`src/rtl/bcd_display_driver.sv`:
```
// Latches the converter's packed BCD result on its busy->idle edge and scans it
// onto a 4-digit common-anode 7-segment display with optional leading-zero blanking.
module bcd_display_driver #(
  parameter int unsigned REFRESH_DIV = 100000,
  parameter bit          BLANK_ZEROS = 1'b1
) (
  input  logic        clk,
  input  logic        reset,
  input  logic        idle,
  input  logic [15:0] bcd,
  output logic [15:0] shown_value,
  output logic [3:0]  an,
  output logic [6:0]  seg,
  output logic        dp
);

  localparam int unsigned   PW   = (REFRESH_DIV > 1) ? $clog2(REFRESH_DIV) : 1;
  localparam logic [PW-1:0] LAST = PW'(REFRESH_DIV - 1);

  logic          idle_q;
  logic [PW-1:0] prescaler;
  logic [1:0]    digit_sel;
  logic [1:0]    next_sel;
  logic          tick;
  logic [3:0]    nibble;
  logic          blank;
  logic [6:0]    seg_code;
  logic [3:0]    an_code;

  assign tick     = (prescaler == LAST);
  assign next_sel = digit_sel + 2'd1;

  // Slot contents are decoded for the digit about to be selected, from the
  // value latched before this edge, so a coincident capture shows one slot later.
  always_comb begin
    nibble = '0;
    blank  = 1'b0;
    unique case (next_sel)
      2'd0: nibble = shown_value[3:0];
      2'd1: nibble = shown_value[7:4];
      2'd2: nibble = shown_value[11:8];
      2'd3: nibble = shown_value[15:12];
    endcase
    unique case (next_sel)
      2'd1:    blank = (shown_value[15:4] == 12'd0);
      2'd2:    blank = (shown_value[15:8] == 8'd0);
      2'd3:    blank = (shown_value[15:12] == 4'd0);
      default: blank = 1'b0;
    endcase
    if (BLANK_ZEROS == 1'b0) blank = 1'b0;

    unique case (nibble)
      4'd0:    seg_code = 7'h40;
      4'd1:    seg_code = 7'h79;
      4'd2:    seg_code = 7'h24;
      4'd3:    seg_code = 7'h30;
      4'd4:    seg_code = 7'h19;
      4'd5:    seg_code = 7'h12;
      4'd6:    seg_code = 7'h02;
      4'd7:    seg_code = 7'h78;
      4'd8:    seg_code = 7'h00;
      4'd9:    seg_code = 7'h10;
      default: seg_code = 7'h3F;
    endcase
    an_code = ~(4'b0001 << next_sel);
  end

  always_ff @(posedge clk or posedge reset) begin
    if (reset) begin
      shown_value <= '0;
      idle_q      <= 1'b1;
      prescaler   <= '0;
      digit_sel   <= '0;
      an          <= '1;
      seg         <= '1;
      dp          <= 1'b1;
    end else begin
      idle_q <= idle;
      if (idle && !idle_q) shown_value <= bcd;
      prescaler <= tick ? '0 : prescaler + PW'(1);
      if (tick) begin
        digit_sel <= next_sel;
        an        <= blank ? '1 : an_code;
        seg       <= blank ? '1 : seg_code;
      end
      dp <= 1'b1;
    end
  end

endmodule

```
`config.mk`:
```
export PLATFORM = sky130hd
export DESIGN_NAME = bcd_display_driver
export DESIGN_NICKNAME = d
export VERILOG_FILES = /design/src/rtl/bcd_display_driver.sv
export SDC_FILE = /design/constraint.sdc
export NUM_CORES = 1
export LEC_CHECK = 0
export ABC_AREA = 1
export ABC_CLOCK_PERIOD_IN_PS = 1600
export CORE_UTILIZATION = 47
export DETAILED_ROUTE_END_ITERATION = 16
export PLACE_DENSITY = 0.76
export SYNTH_ARGS = -nofsm -noshare
export SYNTH_HDL_FRONTEND = slang
export SYNTH_SLANG_ARGS = --single-unit
```
`constraint.sdc`:
```
create_clock -name clk -period 1.6 [get_ports clk]
set_input_delay 0.32 -clock clk [delete_from_list [all_inputs] [get_ports clk]]
set_output_delay 0.32 -clock clk [all_outputs]
set_load 0.005 [all_outputs]
```
==> metrics.txt <==
multi-input logic area=0.00147 sq mm; Max Cap Violations=0; Final min period=around 1.8 ns; initial antenna violation count=0; crit-path cells=inv_4 > ha_4 > nand2_2 > nand2_2 > nor2_2 > nor2_2 > ha_2 > nand3b_1 > nand2_1 > nand2_1 > nand2_1 > nor2_1 > nor2_1; drt total wl=a little under 7 mm; clk slew on worst S/H paths=approximately 0.080 ns; GR Layer Usage met2=0.384; Critical Path AT=approximately 2.1 ns; post-synthesis async set-or-reset flop share=1.00; CP max stage delay=0.48 ns; largest net degree at the start of global routing=48; Placer Congestion=0.883; gr busiest metal=met2; number of violations reported at the end of detailed-routing iteration 0=95; H-tree levels=2; clock sink count=47; Max IR drop VDD=approximately 0.67 mV; setup tns final=-1.16 ns; M1 GR Usage=0.299; syn_nets=approximately 320; CTS tree=done; Total GRT Usage=0.235; CTS buffer count=5; number of synthesized flops with an enable pin=0; most common cell after layout, fill and taps aside=nor2_1; synth unique cells=35; Crit path top cell by count=nand2_1; period utilization=1.14; hpwl dp=~4.3 mm; static leakage power=0.00183 uW; initial core utilization=0.491; Synth Instances=296; placed cells=431; core box area=between 0.005 and 0.006 sq mm; status=complete, but fails checks; final net count=410; DRC=0; Clock Latency Late Sink=0.31 ns; setup violators final=7; Placement Rows=26; global-route wire length before repair=9.75 mm; PwrDens=692 mW/mm^2; Avg Inst Size Synth=8.53 sq um; Seq/Total Area, Yosys=0.472; final core utilization=0.739; Filler Cell Count=between 300 and 400; WS Path Type=reg2reg; register area=0.00120 sq mm; yosys warns=0; Final Skew=0.00655 ns; Most used DFF post-synth=dfrtp_1; failing checks=setup timing; Via Count=2,342; CP startpoint=digit_sel[0]; area delta synth->final=50.5%; Worst Setup Start Kind=flip-flop; gr ovfl total=0; fin area=between 0.003 and 0.004 sq mm; fin cells=453; post-synthesis register bit count=47; grt met3 use=0.0616; vias per cell=5.17; drt pass-1 iters=4; Post-DRT Antenna Nets=0; root cell of the clock tree=clkbuf_8; fmax=548 MHz; share of cells above drive strength 1=0.405; routed length per placed instance=15.0 um; Chip Height=75.3 um; RSZ-0062 raised after global routing=yes; port buffer count=between 40 and 50; DP Area=between 0.003 and 0.004 sq mm; critical path endpoint category=flip-flop; worst-case clock buffer depth=2; worst-path maximum fanout=4; most frequent cells in the layout=nor2_1 (37), nand2_1 (35), inv_1 (31), dfrtp_1 (30), buf_4 (29); mapped cell area=0.00252 sq mm; # IOs=47; Final WS setup=-0.226 ns; Reg-to-Reg Start=digit_sel[0]; CP max-delay cell=dfrtp_2; Worst Hold Class=in2async; max-slew violations=0; vias in the first global route=between 2,000 and 2,500; hold bufs inserted after CTS=0; Worst EP required=about 1.8 ns; Final Hold Fails=0; total die area=approximately 0.0057 sq mm; die width=between 70 and 80 um; Antenna Cells=0
==> path summary, 6_finish.rpt <==
kind | endpoint | slack (ns) | cells after the start
min in group clk | idle_q | 0.44 | 1
worst max register to register | seg[4] | -0.23 | 13
worst min-delay path | prescaler[9] | 0.35 | 3
max in group asynchronous | an[0] | 0.96 | 3
worst min register to register | an[0] | 0.49 | 2
worst max-delay path | seg[4] | -0.23 | 13
==> critical path, delay by kind of cell (launching register included) <==
kind	cells	cell delay, ns
adders and majority gates	2	0.37
buffers and inverters	1	0.11
DFF	1	0.48
and+or+nand+nor	10	0.82
==> power breakdown <==
| part | internal (uW) | switching, uW | total [uW] |
|---|---|---|---|
| Sequential | 1250 | 72.3 | 1320 |
| Combinational | 334 | 273 | 606 |
| Clock | 311 | 388 | 699 |
==> cell usage after synthesis, types with 3 or more instances <==
cell     number  area [sq um]
a21oi_1      14          70.1
dfrtp_1      35           876
dfstp_2      12           315
ha_1          9           113
inv_1        38           143
mux2_2       12           135
nand2_1      55           206
nand2_2       3          18.8
nand3_1      15          75.1
nand4_1       4          25.0
nor2_1       45           169
nor2_2        5          31.3
nor3_1        5          25.0
nor4_1        3          18.8
o21ai_0       9          45.0
xor2_1        7          61.3
==> layout make-up <==
type	count	area share
multi-input cells	203	0.386
flip-flops and latches	47	0.315
well taps	70	0.0231
clock buffers	8	0.0211
inverters	42	0.0464
repair buffers	83	0.208
==> logic make-up (layout without fill, tap and decap cells) <==
| kind of cell | after synthesis | count (layout) | share of synthesized area |
|---|---|---|---|
| fa+ha+maj | 9 | 9 | 0.0446 |
| compound gates | 28 | 28 | 0.0630 |
| xor+xnor | 8 | 8 | 0.0278 |
| simple gates | 144 | 145 | 0.261 |
| flops | 47 | 47 | 0.472 |
| buf+inv | 47 | 133 | 0.0768 |
| other cells | 1 | 1 | 0.00149 |
| mux | 12 | 12 | 0.0535 |
==> per-stage QoR <==
step | total power, uW | hold slack (ns) | setup slack, ns
floorplan | 1530 | 0.324 | -0.0706
global placement | 1790 | 0.480 | -0.140
detailed placement | 1800 | 0.486 | -0.222
CTS | 2550 | 0.375 | -0.109
global route | 2750 | 0.403 | -0.317
finish | 2630 | 0.353 | -0.226
==> what timing repair did <==
action                     4_1_cts  5_1_grt
cloned                           1        0
setup endpoints to repair       20       28
buffers inserted                 3       10
resized for setup               43       71
pin swaps                       14       12
==> sequential cells by signal, indices dropped and copies added, names as in the netlist <==
register / cells
seg: 7
prescaler: 17
an: 4
idle_q: 1
shown_value: 16
digit_sel: 2
==> layer usage <==
| metal | vias up | routed length, um |
|---|---|---|
| li1 | 1118 | - |
| met1 | 1131 | 2730 |
| met2 | 74 | 3570 |
| met3 | 19 | 314 |
| met4 | 0 | 187 |
| met5 | - | 0 |
(Power assumes the default switching activity.)
